### config.mk
export PLATFORM = sky130hd
export DESIGN_NAME = control_sequencer
export DESIGN_NICKNAME = d
export VERILOG_FILES = /design/src/rtl/control_sequencer.sv
export SDC_FILE = /design/constraint.sdc
export NUM_CORES = 1
export LEC_CHECK = 0
export BUFFER_PORTS_ARGS = -buffer_cell sky130_fd_sc_hd__buf_2
export CAP_MARGIN = 20
export CORE_ASPECT_RATIO = 0.9
export CORE_UTILIZATION = 45
export CTS_CLUSTER_SIZE = 28
export DETAILED_ROUTE_END_ITERATION = 12
export PLACE_DENSITY = 0.75
export SLEW_MARGIN = 20
export SYNTH_ARGS = -nofsm -noshare
export SYNTH_HDL_FRONTEND = slang
export SYNTH_SLANG_ARGS = --single-unit
### constraint.sdc
create_clock -name clk -period 3.3 [get_ports clk]
set_input_delay 0.66 -clock clk [delete_from_list [all_inputs] [get_ports clk]]
set_output_delay 0.66 -clock clk [all_outputs]
set_load 0.005 [all_outputs]
### src/rtl/control_sequencer.sv
// Hardwired control unit for the Mini SRC datapath.
// One T-state per clock: fetch is T0-T2, execute steps follow from the opcode.
// Strobes are a Moore decode of the registered state/step and the IR opcode,
// so an asynchronous reset drops every strobe in the same cycle.
module control_sequencer #(
    parameter int OPC_W       = 5,
    parameter int T_MAX       = 8,
    parameter int MEM_TIMEOUT = 15,
    parameter int MULDIV_WAIT = 0
) (
    input  logic                     clk,
    input  logic                     reset,
    input  logic                     run,
    input  logic                     mem_ready,
    input  logic [31:0]              ir,
    output logic [10:0]              ctrl_out,
    output logic [8:0]               ctrl_in,
    output logic [12:0]              alu_op,
    output logic [2:0]               gr_sel,
    output logic [2:0]               mem_ctl,
    output logic [$clog2(T_MAX)-1:0] step,
    output logic                     halted,
    output logic                     illegal_op,
    output logic                     bus_err
);
    localparam int SW = $clog2(T_MAX);
    localparam int TW = $clog2(MEM_TIMEOUT + 1);
    localparam int WW = $clog2(MULDIV_WAIT + 2);

    // bit positions inside the strobe buses
    localparam int O_HI = 10, O_LO = 9, O_ZH = 8, O_ZL = 7, O_MDR = 4, O_C = 2, O_R = 1, O_BA = 0;
    localparam int I_HI = 8, I_LO = 7, I_PC = 6, I_IR = 5, I_Z = 4, I_Y = 3, I_MAR = 2, I_MDR = 1, I_R = 0;
    localparam int A_AND = 12, A_OR = 11, A_ADD = 10, A_SUB = 9, A_MUL = 8, A_DIV = 7;
    localparam int A_SHR = 6, A_SHRA = 5, A_SHL = 4, A_ROR = 3, A_ROL = 2, A_NEG = 1, A_NOT = 0;
    localparam int G_A = 2, G_B = 1, G_C = 0;
    localparam int M_RD = 2, M_INC = 1, M_WR = 0;

    typedef enum logic [1:0] {S_IDLE, S_EXEC, S_WAIT, S_HALTED} state_t;

    state_t          r_state;
    logic [SW-1:0]   r_step;
    logic [TW-1:0]   r_to_cnt;
    logic [WW-1:0]   r_wait_cnt;
    logic            r_bus_err;

    logic [OPC_W-1:0] w_opc;
    logic [31:0]      w_opn;
    logic             w_is_ld, w_is_ldi, w_is_st, w_is_rt, w_is_imm, w_is_md, w_is_nn;
    logic             w_is_nop, w_is_halt, w_is_ill, w_is_mem;
    logic [12:0]      w_alu_sel;
    logic [SW-1:0]    w_last;
    logic             w_stall;
    logic             w_unused_ir;

    assign w_opc       = ir[31 -: OPC_W];
    assign w_opn       = 32'(w_opc);
    assign w_unused_ir = &{1'b0, ir[31-OPC_W:0]};

    assign w_is_ld   = (w_opn == 0);
    assign w_is_ldi  = (w_opn == 1);
    assign w_is_st   = (w_opn == 2);
    assign w_is_rt   = (w_opn >= 3) && (w_opn <= 11);
    assign w_is_imm  = (w_opn >= 12) && (w_opn <= 14);
    assign w_is_md   = (w_opn == 15) || (w_opn == 16);
    assign w_is_nn   = (w_opn == 17) || (w_opn == 18);
    assign w_is_nop  = (w_opn == 26);
    assign w_is_halt = (w_opn == 27);
    assign w_is_ill  = !((w_opn <= 18) || w_is_nop || w_is_halt);
    assign w_is_mem  = w_is_ld || w_is_ldi || w_is_st;

    // opcode -> ALU function: 3 add, 4 sub, 5 shr, 6 shra, 7 shl, 8 ror, 9 rol,
    // 10 and, 11 or, 12 addi, 13 andi, 14 ori, 15 div, 16 mul, 17 neg, 18 not
    always_comb begin
        w_alu_sel = '0;
        case (w_opn)
            3, 12:   w_alu_sel[A_ADD]  = 1'b1;
            4:       w_alu_sel[A_SUB]  = 1'b1;
            5:       w_alu_sel[A_SHR]  = 1'b1;
            6:       w_alu_sel[A_SHRA] = 1'b1;
            7:       w_alu_sel[A_SHL]  = 1'b1;
            8:       w_alu_sel[A_ROR]  = 1'b1;
            9:       w_alu_sel[A_ROL]  = 1'b1;
            10, 13:  w_alu_sel[A_AND]  = 1'b1;
            11, 14:  w_alu_sel[A_OR]   = 1'b1;
            15:      w_alu_sel[A_DIV]  = 1'b1;
            16:      w_alu_sel[A_MUL]  = 1'b1;
            17:      w_alu_sel[A_NEG]  = 1'b1;
            18:      w_alu_sel[A_NOT]  = 1'b1;
            default: ;
        endcase
    end

    // final T-state of the instruction class; illegal opcodes spend T3 pulsing illegal_op
    always_comb begin
        w_last = SW'(3);
        if (w_is_ld || w_is_st)                   w_last = SW'(7);
        else if (w_is_ldi || w_is_rt || w_is_imm) w_last = SW'(5);
        else if (w_is_md)                         w_last = SW'(6);
        else if (w_is_nn)                         w_last = SW'(4);
        else if (w_is_nop || w_is_halt)           w_last = SW'(2);
    end

    // memory steps: fetch read, ld operand read, st write
    assign w_stall = (r_state == S_EXEC) &&
                     ((r_step == SW'(1)) || (w_is_ld && r_step == SW'(6)) ||
                      (w_is_st && r_step == SW'(7)));

    // sequencer state, step counter, memory timeout and mul/div hold
    always_ff @(posedge clk or negedge reset) begin
        if (!reset) begin
            r_state    <= S_IDLE;
            r_step     <= '0;
            r_to_cnt   <= '0;
            r_wait_cnt <= '0;
            r_bus_err  <= 1'b0;
        end else begin
            case (r_state)
                S_IDLE: if (run) begin
                    r_state <= S_EXEC;
                    r_step  <= '0;
                end
                S_EXEC: begin
                    if (w_stall && !mem_ready) begin
                        if (r_to_cnt == TW'(MEM_TIMEOUT - 1)) begin
                            r_state   <= S_HALTED;
                            r_step    <= '0;
                            r_to_cnt  <= '0;
                            r_bus_err <= 1'b1;
                        end else begin
                            r_to_cnt <= r_to_cnt + TW'(1);
                        end
                    end else begin
                        r_to_cnt <= '0;
                        if (r_step == SW'(2) && w_is_halt) begin
                            r_state <= S_HALTED;
                            r_step  <= '0;
                        end else if (r_step == w_last) begin
                            // run is only looked at when a new instruction would start
                            r_state <= run ? S_EXEC : S_IDLE;
                            r_step  <= '0;
                        end else if (w_is_md && r_step == SW'(4) && MULDIV_WAIT != 0) begin
                            r_state    <= S_WAIT;
                            r_wait_cnt <= WW'(1);
                        end else begin
                            r_step <= r_step + SW'(1);
                        end
                    end
                end
                S_WAIT: begin
                    if (r_wait_cnt == WW'(MULDIV_WAIT)) begin
                        r_state <= S_EXEC;
                        r_step  <= r_step + SW'(1);
                    end else begin
                        r_wait_cnt <= r_wait_cnt + WW'(1);
                    end
                end
                S_HALTED: ;
                default: r_state <= S_IDLE;
            endcase
        end
    end

    // Moore strobe decode; WAIT repeats the T4 mul/div strobes. ALU op only rides with Zin.
    always_comb begin
        ctrl_out   = '0;
        ctrl_in    = '0;
        alu_op     = '0;
        gr_sel     = '0;
        mem_ctl    = '0;
        illegal_op = 1'b0;
        if (r_state == S_EXEC || r_state == S_WAIT) begin
            case (r_step)
                SW'(0): begin ctrl_in[I_PC] = 1'b1; ctrl_in[I_MAR] = 1'b1; mem_ctl[M_INC] = 1'b1; end
                SW'(1): begin mem_ctl[M_RD] = 1'b1; ctrl_in[I_MDR] = 1'b1; end
                SW'(2): begin ctrl_out[O_MDR] = 1'b1; ctrl_in[I_IR] = 1'b1; end
                SW'(3): begin
                    if (w_is_mem) begin
                        gr_sel[G_B] = 1'b1; ctrl_out[O_BA] = 1'b1; ctrl_in[I_Y] = 1'b1;
                    end else if (w_is_rt || w_is_imm) begin
                        gr_sel[G_B] = 1'b1; ctrl_out[O_R] = 1'b1; ctrl_in[I_Y] = 1'b1;
                    end else if (w_is_md) begin
                        gr_sel[G_A] = 1'b1; ctrl_out[O_R] = 1'b1; ctrl_in[I_Y] = 1'b1;
                    end else if (w_is_nn) begin
                        gr_sel[G_B] = 1'b1; ctrl_out[O_R] = 1'b1; ctrl_in[I_Z] = 1'b1; alu_op = w_alu_sel;
                    end else if (w_is_ill) begin
                        illegal_op = 1'b1;
                    end
                end
                SW'(4): begin
                    if (w_is_mem) begin
                        ctrl_out[O_C] = 1'b1; ctrl_in[I_Z] = 1'b1; alu_op[A_ADD] = 1'b1;
                    end else if (w_is_rt) begin
                        gr_sel[G_C] = 1'b1; ctrl_out[O_R] = 1'b1; ctrl_in[I_Z] = 1'b1; alu_op = w_alu_sel;
                    end else if (w_is_imm) begin
                        ctrl_out[O_C] = 1'b1; ctrl_in[I_Z] = 1'b1; alu_op = w_alu_sel;
                    end else if (w_is_md) begin
                        gr_sel[G_B] = 1'b1; ctrl_out[O_R] = 1'b1; ctrl_in[I_Z] = 1'b1; alu_op = w_alu_sel;
                    end else if (w_is_nn) begin
                        ctrl_out[O_ZL] = 1'b1; gr_sel[G_A] = 1'b1; ctrl_in[I_R] = 1'b1;
                    end
                end
                SW'(5): begin
                    if (w_is_ldi || w_is_rt || w_is_imm) begin
                        ctrl_out[O_ZL] = 1'b1; gr_sel[G_A] = 1'b1; ctrl_in[I_R] = 1'b1;
                    end else if (w_is_ld || w_is_st) begin
                        ctrl_out[O_ZL] = 1'b1; ctrl_in[I_MAR] = 1'b1;
                    end else if (w_is_md) begin
                        ctrl_out[O_ZL] = 1'b1; ctrl_in[I_LO] = 1'b1;
                    end
                end
                SW'(6): begin
                    if (w_is_ld) begin
                        mem_ctl[M_RD] = 1'b1; ctrl_in[I_MDR] = 1'b1;
                    end else if (w_is_st) begin
                        gr_sel[G_A] = 1'b1; ctrl_out[O_R] = 1'b1; ctrl_in[I_MDR] = 1'b1;
                    end else if (w_is_md) begin
                        ctrl_out[O_ZH] = 1'b1; ctrl_in[I_HI] = 1'b1;
                    end
                end
                SW'(7): begin
                    if (w_is_ld) begin
                        ctrl_out[O_MDR] = 1'b1; gr_sel[G_A] = 1'b1; ctrl_in[I_R] = 1'b1;
                    end else if (w_is_st) begin
                        mem_ctl[M_WR] = 1'b1;
                    end
                end
                default: ;
            endcase
        end
    end

    assign step    = r_step;
    assign halted  = (r_state == S_HALTED);
    assign bus_err = r_bus_err;

endmodule

# After elaboration in Yosys (flattened, before gate mapping)
# Cells that the tools add are included.
totals:
  register_bits: 11
  in_bits: 36
  out_inout_bits: 45
  elab_cells: 205
op_classes:
  addsub: 3
  order_cmp: 5
  eq_ne: 36
  muxes: 124
  reduce_logical: 32
op_table:
  columns: ["cell", "count"]
  rows:
  - ["13-bit 2-to-1 mux", 8]
  - ["1-bit 2-to-1 mux", 75]
  - ["3-bit 2-to-1 mux", 14]
  - ["5-bit by 4-bit == test with 1-bit output, second input constant", 8]
  - ["32-bit logical NOT", 1]
  - ["13-bit one-hot mux with 2 select lines", 1]
  - ["5-bit == test, second input constant", 5]
  - ["5-bit by 3-bit == test with 1-bit output, second input constant", 4]
  - ["2-bit 2-to-1 mux", 10]
  - ["1-bit logical OR", 14]
  - ["1-bit one-hot mux with 2 select lines", 7]
  - ["3-bit == test, second input constant", 4]
  - ["5-bit by 2-bit == test with 1-bit output, second input constant", 2]
  - ["5-bit by 4-bit less-or-equal comparator with 1-bit output, second input constant", 2]
  - ["10-bit 2-to-1 mux", 1]
  - ["9-bit 2-to-1 mux", 1]
  - ["3-bit one-hot mux with 3 select lines", 1]
  - ["4-bit 2-to-1 mux", 2]
  - ["1-bit logical AND", 7]
  - ["3-bit by 2-bit == test with 1-bit output, second input constant", 2]
  - ["1-bit one-hot mux with 3 select lines", 2]
  - ["2-bit one-hot mux with 3 select lines", 1]
  - ["2-bit OR reduction", 3]
  - ["5-bit by 1-bit == test with 1-bit output, second input constant", 1]
  - ["other kinds (22)", 24]

# Depth between registers and ports, before layout
# Gate-level depths: netlist (run 1).
depth:
  word_depth: 12
  ltp_mapped: 10
  ltp_nobuf: 8

# Worst setup path before layout (run 1)
# Ideal clock, no wire load.
synth_path:
  kind: "register to output"
  from: "reg r_step[2], in the netlist step[2]"
  to: "out alu_op[2]"
  arrival_ns: 2.060
  required_time_ns: 2.640
  slack_ns: 0.580
  stages_incl_launch_ff: 11
  n_path_buf: 2
  path_cell_list: "dfrtp_1 -> clkbuf_1 -> inv_1 -> ha_1 -> clkbuf_1 -> inv_1 -> o31ai_2 -> a22oi_2 -> a21oi_2 -> nand2_1 -> nor3_1"
synth_via:
  elab_chain_cells: 3
  elab_cells_between_ends: 4
  cone_classes: "2 x eq/ne; 2 x mux"
synth_lines:
  columns: ["item", "line", "text"]
  rows:
  - ["from (decl)", "41", "logic [SW-1:0] r_step;"]
  - ["from (signal assigned)", "145", "r_step <= r_step + SW'(1);"]
  - ["from (signal assigned)", "152", "r_step <= r_step + SW'(1);"]
  - ["3-bit == test / 3-bit by 2-bit == test with 1-bit output (equally long branches)", "172", "case (r_step)"]
  - ["13-bit one-hot mux with 2 select lines *", "172", null]
  - ["13-bit 2-to-1 mux *", "171", "if (r_state == S_EXEC || r_state == S_WAIT) begin"]
  - ["to (decl)", "18", "output logic [12:0] alu_op,"]
# Every way passes the cells marked *; elsewhere a longest branch is shown, timed or not.

# Worst setup path in the final report (run 1)
layout_path:
  from: "reg r_step[0], in the netlist step[0]"
  to: "out alu_op[3]"
# The elaborated chain is that of the path after synthesis.

==> metrics, run 1 <==
final WL=4840 µm; number of enable-type register cells in the synthesized netlist=0; number of resized instances in the post-cts repair step=0; total iterations of the first detailed-routing run=5; number of pins with negative max-slew slack in the final report=0; power per unit of standard cell area=507 mW/mm²; post-layout util=55.9%; cell at the slowest stage of the critical path=dfrtp_1; class of the tightest hold or removal check=input port to async pin; run status=finished, final reports clean; worst slew margin relative to its limit=62.4%; clock latency at the later pin of the worst-skew pair=0.24 ns; post-route fraction of the period consumed by the critical path=92.0%; post-DR wirelength/cell=14.3 µm; number of cells in the design after placement=334; met3 GRT Util=4.63%; Most Used Layer, Global Route=met2; floorplan die height=61.2 µm; vias per cell=5.97; Remaining DRCs=0; Cells after Synth=245; setup repair after global routing missed its margin=no; leading post-synthesis cells by cell area=dfrtp_1 (14%), ha_1 (7.1%), nor2_1 (5.8%); Most Frequent Cell on Critical Path=nand2_1; post-synthesis average cell area=7.15 µm²; Worst Setup Path Type=flip-flop to primary output; number of distinct standard cells referenced by the synthesized netlist=63; residual antenna-violating net count after detailed routing=0; clock root buffer master=clkbuf_8; number of cell rows=21; GRT met2 Usage=36.6%; number of top-level pins=81; CORE AREA=0.00373 mm²; commonest non-fill, non-tap cell in the layout=buf_2; fraction of post-synthesis cell area in the top cell type by area=14.3%; wire length of the first global-routing pass=7710 µm; initial antenna violation count=0; critical path's largest stage delay=0.47 ns; Fmax achieved=329 MHz; final-stage net count=339; final setup skew=0.00375 ns; RD Place Congestion=0.934; aggregate global-route resource usage=24.3%; register bit total from synthesis=10; launching element type of the critical path=flip-flop; worst-margin pin slew=0.563 ns; area added between synthesis and finish=19.1%; vias in the first global route=1615; number of buffers added by the clock tree synthesis step=3; type of destination of the critical path=primary output; quantity of hold-fixing buffers added after cts=0; clock period minus worst slack=3.04 ns; CTS tree=done; Remaining Overflow, GRT=0; instance area at placement=0.00203 mm²; cell area after layout=0.00209 mm²; Post-synth top flop=dfrtp_1; clock-pin slew reported for the worst setup and hold paths after clock tree synthesis=0.05 ns; Die Footprint=0.00415 mm²; I/O Buffers=48; largest area contributor in the netlist=dfrtp_1; effective utilization at floorplan=47.0%; commonest cells after routing, fill and taps aside=buf_2 (48), nor2_1 (27), nand2_1 (23); Peak supply drop=0.361 mV; Arrival @ worst endpoint=2.38 ns; largest fanout on the critical path=8; grt met1 use=35.4%; sinks on the clock net=10; initial drt markers=204; portion of the post-synthesis area used by sequential elements=14.3%; leakage=0.964 nW; total number of vias=2019; maximum number of pins on one net before global-route repair=17; number of maximum-capacitance constraint violations=0; buffers and inverters on the worst path=2; final hold vios=0; cell family contributing the most delay on the critical path=simple AND/OR/NAND/NOR gates; H-Tree Depth=1; total inserted antenna cells=0; setup_tns=0 ns; share of layout cells above drive strength 1=29.8%; CTS Buffer Depth=2; non-filler instance count after layout=338; Yosys Warn Count=0; HPWL after detailed placement=3730 µm; postcts setup bufs=0; share of synthesized registers carrying an async set or reset=100%; cell area after technology mapping=0.00175 mm²; Required @ worst endpoint=2.64 ns; sequence of cells on the critical path=inv_1 -> ha_1 -> nand2_1 -> nor2_1 -> a22oi_2 -> a21oi_2 -> nand2_1 -> nor3_1 -> buf_2; Die W=67.8 µm; number of failing setup endpoints in the final timing report=0
## worst register-to-register path: cells and delay by family (launching register included)
kind            cells  cell delay (ns)
compound gates      4             0.92
fa+ha+maj           1             0.28
buf+inv             1             0.16
flops               1             0.47
simple gates        2             0.40
## metal layers
layer	vias up	routed length, µm
li1	980	-
met4	0	25
met5	-	0
met1	956	2380
met2	79	2140
met3	4	296
## through the flow
stage / setup slack, ns / hold WS (ns) / power, mW
final: 0.264 / 0.271 / 1.06
after global routing: 0.0828 / 0.283 / 1.16
after CTS: 0.278 / 0.271 / 1.05
after detailed placement: 0.293 / 0.459 / 0.889
after global placement: 0.284 / 0.452 / 0.885
after floorplan: 0.580 / 0.364 / 0.687
## power by group
| part | leakage [nW] | internal [mW] | total, mW | switching, mW |
|---|---|---|---|---|
| Clock | 0.0288 | 0.105 | 0.159 | 0.0535 |
| Sequential | 0.130 | 0.151 | 0.198 | 0.0471 |
| Combinational | 0.805 | 0.281 | 0.700 | 0.419 |
| Total | 0.964 | 0.538 | 1.06 | 0.520 |
## synth_stat cells (2+ instances only)
cell and number:
mux2i_1 2, ha_1 10, nor4_1 2, a21oi_2 2
o21ai_0 10, nor3b_1 4, nand2_1 23, buf_4 8
and2_1 4, o22ai_1 7, a221oi_1 2, or3_1 4
a31oi_1 2, nor3_1 10, dfrtp_1 10, a31o_2 2
and3_1 5, a21o_1 3, or2_2 4, nand3_1 6
clkbuf_1 8, buf_2 3, a21oi_1 20, nand2b_1 4
nand4_1 3, buf_6 2, nand4b_1 3, a2111oi_4 2
inv_1 12, nor2b_1 9, nor2_1 27
## cell type report
class                      count  area [µm²]
clock buffer                   4        55.1
sequential                    10         250
inverter                      12        45.0
fill                         378        1640
timing repair buffer          61         338
multi-input combinational    205        1340
tap                           46        57.6
## logic make-up (layout without fill, tap and decap cells)
| family | Yosys count | count (layout) | synth area share [%] |
|---|---|---|---|
| flip-flops | 10 | 10 | 14.3 |
| XOR/XNOR | 1 | 1 | 0.500 |
| adder cells (fa/ha/maj) | 10 | 10 | 7.14 |
| other | 1 | 5 | 0.214 |
| AO/OA/AOI/OAI | 69 | 69 | 29.8 |
| buffers and inverters | 34 | 77 | 10.1 |
| AND/OR/NAND/NOR | 117 | 117 | 36.3 |
| multiplexers | 3 | 3 | 1.78 |
## sequential cells by signal, indices dropped and copies added (netlist names)
name      flops
bus_err       1
r_to_cnt      4
r_state       2
step          3
## final timing paths
path	start	to	slack, ns	cells past startpoint
hold / removal	reset	r_to_cnt[1]	0.27	1
setup reg to reg	step[0]	step[2]	0.93	8
max in group asynchronous	reset	step[2]	2.83	1
hold reg to reg	bus_err	bus_err	0.47	1
min in group clk	bus_err	bus_err	0.47	1
setup / recovery	step[0]	alu_op[3]	0.26	9
Power figures use the tool's default switching activity.
==> run 2: changes to the inputs <==
- ABC_AREA: not set -> 1
- PLACE_DENSITY: 0.75 -> 0.79
==> run 2 against run 1 <==
Combinational power down 31%. Flip-flop and latch count unchanged. Critical endpoint is now alu_op[9]. Cell area shrank 17%. Setup slack better by 0.13 ns. Register-to-register slack improved by 0.46 ns.
==> metrics, run 2 <==
non-filler instance count after layout=327; number of resized instances in the post-cts repair step=0; total number of vias=1678; number of top-level pins=81; number of cells in the design after placement=324; Hold Slack=0.238 ns; portion of the post-synthesis area used by sequential elements=17.0%; largest fanout on the critical path=7; clock root buffer master=clkbuf_4; fraction of post-synthesis cell area in the top cell type by area=17.0%; post-synthesis average cell area=6.14 µm²; share of synthesized registers carrying an async set or reset=100%; CTS tree=done; compound-gate portion of the synthesized area=13.5%; class of the tightest hold or removal check=input port to async pin; Required @ worst endpoint=2.64 ns; CTS Buffer Depth=2; Remaining DRCs=0; quantity of hold-fixing buffers added after cts=0; maximum number of pins on one net before global-route repair=16; wire length of the first global-routing pass=6310 µm; Most Frequent Cell on Critical Path=nor2_2; Worst Setup Path Type=input port to primary output; Arrival @ worst endpoint=2.24 ns; power per unit of standard cell area=430 mW/mm²; worst slew margin relative to its limit=67.2%; residual antenna-violating net count after detailed routing=0; main combinational cell family by area after synthesis=simple AND/OR/NAND/NOR gates; post-DR wirelength/cell=11.5 µm; area added between synthesis and finish=17.5%; Yosys Warn Count=0; type of destination of the critical path=primary output; reg2reg path depth=12; XOR/XNOR Fraction of Synth Area=0%; CORE AREA=0.00309 mm²; number of buffers added by the clock tree synthesis step=3; Fmax achieved=345 MHz; Cells after Synth=240; I/O Buffers=48; clock-pin slew reported for the worst setup and hold paths after clock tree synthesis=0.06 ns; filler cell count=320; floorplan die height=56.3 µm; cell at the slowest stage of the critical path=nor2_2; RD Place Congestion=0.916; setup_tns=0 ns; run status=finished, final reports clean; effective utilization at floorplan=47.7%; buffers and inverters on the worst path=2; final-stage net count=333; initial drt markers=147; postcts setup bufs=0; number of cell rows=19; total inserted antenna cells=0; worst-margin pin slew=0.480 ns; Worst R2R Setup Slack=1.39 ns; number of maximum-capacitance constraint violations=0; sequence of cells on the critical path=buf_2 -> nor2_2 -> nand3_1 -> nand2_2 -> nand2_2 -> nor2_2 -> nor2_4 -> nor2_1 -> nor2_2 -> nand3_2 -> nor2_1 -> buf_2; leading post-synthesis cells by cell area=dfrtp_1 (17%), nand2_1 (13%), inv_1 (8.7%); aggregate global-route resource usage=22.4%; clock latency at the later pin of the worst-skew pair=0.26 ns; H-Tree Depth=1; total iterations of the first detailed-routing run=4; Commonest cells post-synth=nand2_1 (51), inv_1 (34), nor2_1 (27); number of failing setup endpoints in the final timing report=0; number of distinct standard cells referenced by the synthesized netlist=32; setup repair after global routing missed its margin=no; share of layout cells above drive strength 1=30.5%; Die W=62.3 µm; Die Footprint=0.00351 mm²; initial antenna violation count=0; Peak supply drop=0.316 mV; number of enable-type register cells in the synthesized netlist=0; vias per cell=5.13; vias in the first global route=1417; beginning of the worst register-to-register path=step[0]; final hold vios=0; commonest non-fill, non-tap cell in the layout=nand2_1; largest area contributor in the netlist=dfrtp_1; cell family contributing the most delay on the critical path=simple AND/OR/NAND/NOR gates; final setup skew=0.00231 ns; Post-Synth Adder-Cell Area=8.50%; cell area after technology mapping=0.00147 mm²; simple-gate share of the synthesized area=45.6%; register bit total from synthesis=10; commonest cells after routing, fill and taps aside=nand2_1 (51), buf_2 (48), inv_1 (34); leakage=0.962 nW; mux contribution to synthesized area=0%; clock period minus worst slack=2.90 ns; number of pins with negative max-slew slack in the final report=0; max reg flops=4; reg2reg end=r_state[0]; Remaining Overflow, GRT=0; sinks on the clock net=10; post-route fraction of the period consumed by the critical path=87.9%; launching element type of the critical path=input port; Post-synth top flop=dfrtp_1; final WL=3760 µm; library cell with the highest instance count after synthesis=nand2_1; largest reg by FF count=r_to_cnt; critical path's largest stage delay=0.26 ns; HPWL after detailed placement=3150 µm
-- run 2: layout make-up --
class	count	area (µm²)	share of cell area (%)
tap	42	52.6	3.04
clock buffer	3	22.5	1.30
multi-input combinational	184	1010	58.6
timing repair buffer	48	240	13.9
inverter	40	150	8.68
sequential	10	250	14.5
-- run 2: kinds of logic after synthesis --
group / after synthesis
buf+inv: 50
compound gates: 33
other cells: 1
simple gates: 136
flops: 10
fa+ha+maj: 10
-- run 2: how the worst max path moves through the flow --
stage                      endpoint  startpoint  depth (start not counted)
after detailed placement  alu_op[6]      ir[31]                         13
after CTS                 alu_op[6]      ir[31]                         13
final                     alu_op[9]      ir[29]                         12
after floorplan           alu_op[6]      ir[31]                         12
after global placement    alu_op[9]      ir[29]                         12
after global routing      alu_op[6]      ir[31]                         13
-- run 2: layer usage --
metal	routed length, µm	vias up	GRT usage, %
met5	0	-	0
met4	22	0	5.32
met3	292	2	3.46
met2	1710	82	34.5
met1	1730	738	32.7
li1	-	856	-
-- run 2: through the flow --
step / setup slack [ns] / utilization (%) / total power, mW / instance area, µm²
2_1_floorplan: 0.940 / - / 0.541 / 1490
3_3_place_gp: 0.435 / 55.3 / 0.659 / 1710
3_5_place_dp: 0.412 / 55.3 / 0.665 / 1710
4_1_cts: 0.402 / 56.0 / 0.746 / 1730
5_1_grt: 0.169 / 56.0 / 0.821 / 1730
6_report: 0.398 / 56.0 / 0.745 / 1730
-- run 2: where the power goes --
part	leakage, nW	internal, mW	switching [mW]
clock network	0.0138	0.0419	0.0372
registers	0.133	0.149	0.0335
logic	0.815	0.170	0.314
-- run 2: worst register-to-register path, stage by stage, from the launching register on --
cell and delay [ns]:
dfrtp_1 0.45, ha_1 0.28, ha_1 0.22, nand4_2 0.11, nand3_2 0.10, nand2_2 0.11, inv_2 0.06, nand2_2 0.09
nand3_4 0.10, inv_2 0.07, nand2_2 0.07, nand2_1 0.08, o21ai_2 0.05
==> run 3: changes to the inputs <==
- ABC_AREA: 1 -> 0
- PLACE_DENSITY: 0.79 -> 0.81
==> run 3 against run 2 <==
Final cell count is 1.8% higher. Register-to-register slack got worse by 0.56 ns. Clock power up 59%. Highest routed layer unchanged. Global-route usage grew 1.8 points. Non-clock buffer count up 9. Utilization fell by 1.2 points. Clock skew is essentially flat. Die area is 18% higher. Total power rose by 36%. Sequential share of layout area down 2.2 points. Clock-buffer cell count unchanged. Critical path depth decreased by 3. Largest cell class unchanged.
==> metrics, run 3 (synthesis gave the netlist of run 1 again) <==
residual antenna-violating net count after detailed routing=0; Peak supply drop=0.406 mV; beginning of the worst register-to-register path=step[0]; Remaining DRCs=0; number of pins with negative max-slew slack in the final report=0; vias in the first global route=1696; cell at the slowest stage of the critical path=dfrtp_1; largest reg by FF count=r_to_cnt; post-route fraction of the period consumed by the critical path=92.4%; critical path's largest stage delay=0.47 ns; CORE AREA=0.00373 mm²; worst-margin pin slew=0.559 ns; run status=finished, final reports clean; postcts setup bufs=0; post-DR wirelength/cell=14.8 µm; commonest cells after routing, fill and taps aside=buf_2 (48), nor2_1 (27), nand2_1 (23); final WL=4930 µm; aggregate global-route resource usage=24.2%; clock period minus worst slack=3.05 ns; Arrival @ worst endpoint=2.39 ns; H-Tree Depth=1; effective utilization at floorplan=47.0%; final hold vios=0; wire length of the first global-routing pass=7710 µm; type of destination of the critical path=primary output; number of maximum-capacitance constraint violations=0; share of layout cells above drive strength 1=28.9%; number of failing setup endpoints in the final timing report=0; CTS Buffer Depth=2; class of the tightest hold or removal check=input port to async pin; total number of vias=1999; max reg flops=4; setup_tns=0 ns; CTS tree=done; number of top-level pins=81; initial antenna violation count=0; post-layout util=54.8%; total iterations of the first detailed-routing run=4; Remaining Overflow, GRT=0; leakage=0.936 nW; maximum number of pins on one net before global-route repair=19; HPWL after detailed placement=3780 µm; sinks on the clock net=10; number of buffers added by the clock tree synthesis step=3; clock root buffer master=clkbuf_8; clock-pin slew reported for the worst setup and hold paths after clock tree synthesis=0.05 ns; setup repair after global routing missed its margin=no; worst slew margin relative to its limit=62.7%; power per unit of standard cell area=496 mW/mm²; area added between synthesis and finish=16.7%; met3 GRT Util=3.70%; total inserted antenna cells=0; commonest non-fill, non-tap cell in the layout=buf_2; RD Place Congestion=0.934; vias per cell=6.00; Die W=67.8 µm; grt met1 use=33.7%; sequence of cells on the critical path=ha_1 -> ha_2 -> inv_1 -> o31ai_2 -> a22oi_2 -> a21oi_2 -> nand2_1 -> nor3_1 -> buf_2; clock latency at the later pin of the worst-skew pair=0.23 ns; critical path launch point=step[1]; floorplan die height=61.2 µm; final setup skew=0.00237 ns; GRT met2 Usage=37.9%; Required @ worst endpoint=2.64 ns; initial drt markers=246; launching element type of the critical path=flip-flop; Worst Setup Path Type=flip-flop to primary output; largest fanout on the critical path=9; number of cell rows=21; I/O Buffers=48; final-stage net count=335; Fmax achieved=328 MHz; Most Used Layer, Global Route=met2; Worst R2R Setup Slack=0.83 ns; Die Footprint=0.00415 mm²
==> run 3: changes by cell type in the layout (fill, tap and decap cells not counted), sizes merged, moves of 6 or more <==
cell	before	now
nand2	58	23
and3	0	6
nand3	24	6
a21oi	14	22
inv	40	12
nor2b	0	9
buf	48	57
nor2	41	28
o22ai	1	7
==> run 3: what timing repair did <==
| item | in CTS | in global routing |
|---|---|---|
| hold buffers | 0 | 0 |
| hold endpoints to repair | 0 | 0 |
| gates resized for setup | 0 | 1 |
| endpoints found under the setup margin | 0 | 3 |
==> run 3: path summary, 6_finish.rpt <==
kind / to / cells past startpoint
worst max register to register: step[1] / 8
min in group clk: bus_err / 1
max in group asynchronous: step[0] / 1
worst min register to register: bus_err / 1
worst min-delay path: r_to_cnt[2] / 1
worst max-delay path: alu_op[3] / 9
==> run 3: per-layer routing <==
layer  wire length, µm  up-vias  part of all wire (%)
li1                  -      966                     -
met1              2220      932                    45
met2              2310       97                    47
met5                 0        -                     0
met4                34        0                  0.69
met3               374        4                   7.6
==> run 3: area by class of cell <==
type / instances / area [µm²]
fill: 365 / 1690
timing repair buffer: 57 / 308
inverter: 12 / 45.0
clock buffer: 3 / 41.3
multi-input combinational: 205 / 1340
sequential: 10 / 250
tap: 46 / 57.6
==> run 3: critical path: cells and delay by family (launching register included) <==
| kind | cells | cell delay [ns] |
|---|---|---|
| buffers and inverters | 2 | 0.26 |
| and+or+nand+nor | 2 | 0.29 |
| adders and majority gates | 2 | 0.62 |
| DFF | 1 | 0.47 |
| AOI/OAI and AO/OA | 3 | 0.52 |
==> run 3: where the power goes <==
group	total [mW]	internal [mW]	switching, mW
Sequential	0.191	0.151	0.0399
Combinational	0.697	0.270	0.427
Clock	0.126	0.0797	0.0460
Total	1.01	0.502	0.512
==> run 3: through the flow <==
step / hold WS, ns / power, mW / setup slack [ns] / instance area, µm² / std cells
4_1_cts: 0.284 / 1.01 / 0.150 / 2040 / 333
6_report: 0.278 / 1.01 / 0.250 / 2050 / 333
3_5_place_dp: 0.452 / 0.876 / 0.289 / 2000 / 330
5_1_grt: 0.288 / 1.10 / 0.0343 / 2050 / 333
2_1_floorplan: 0.364 / 0.687 / 0.580 / 1770 / 249
3_3_place_gp: 0.449 / 0.862 / 0.295 / 2000 / 330
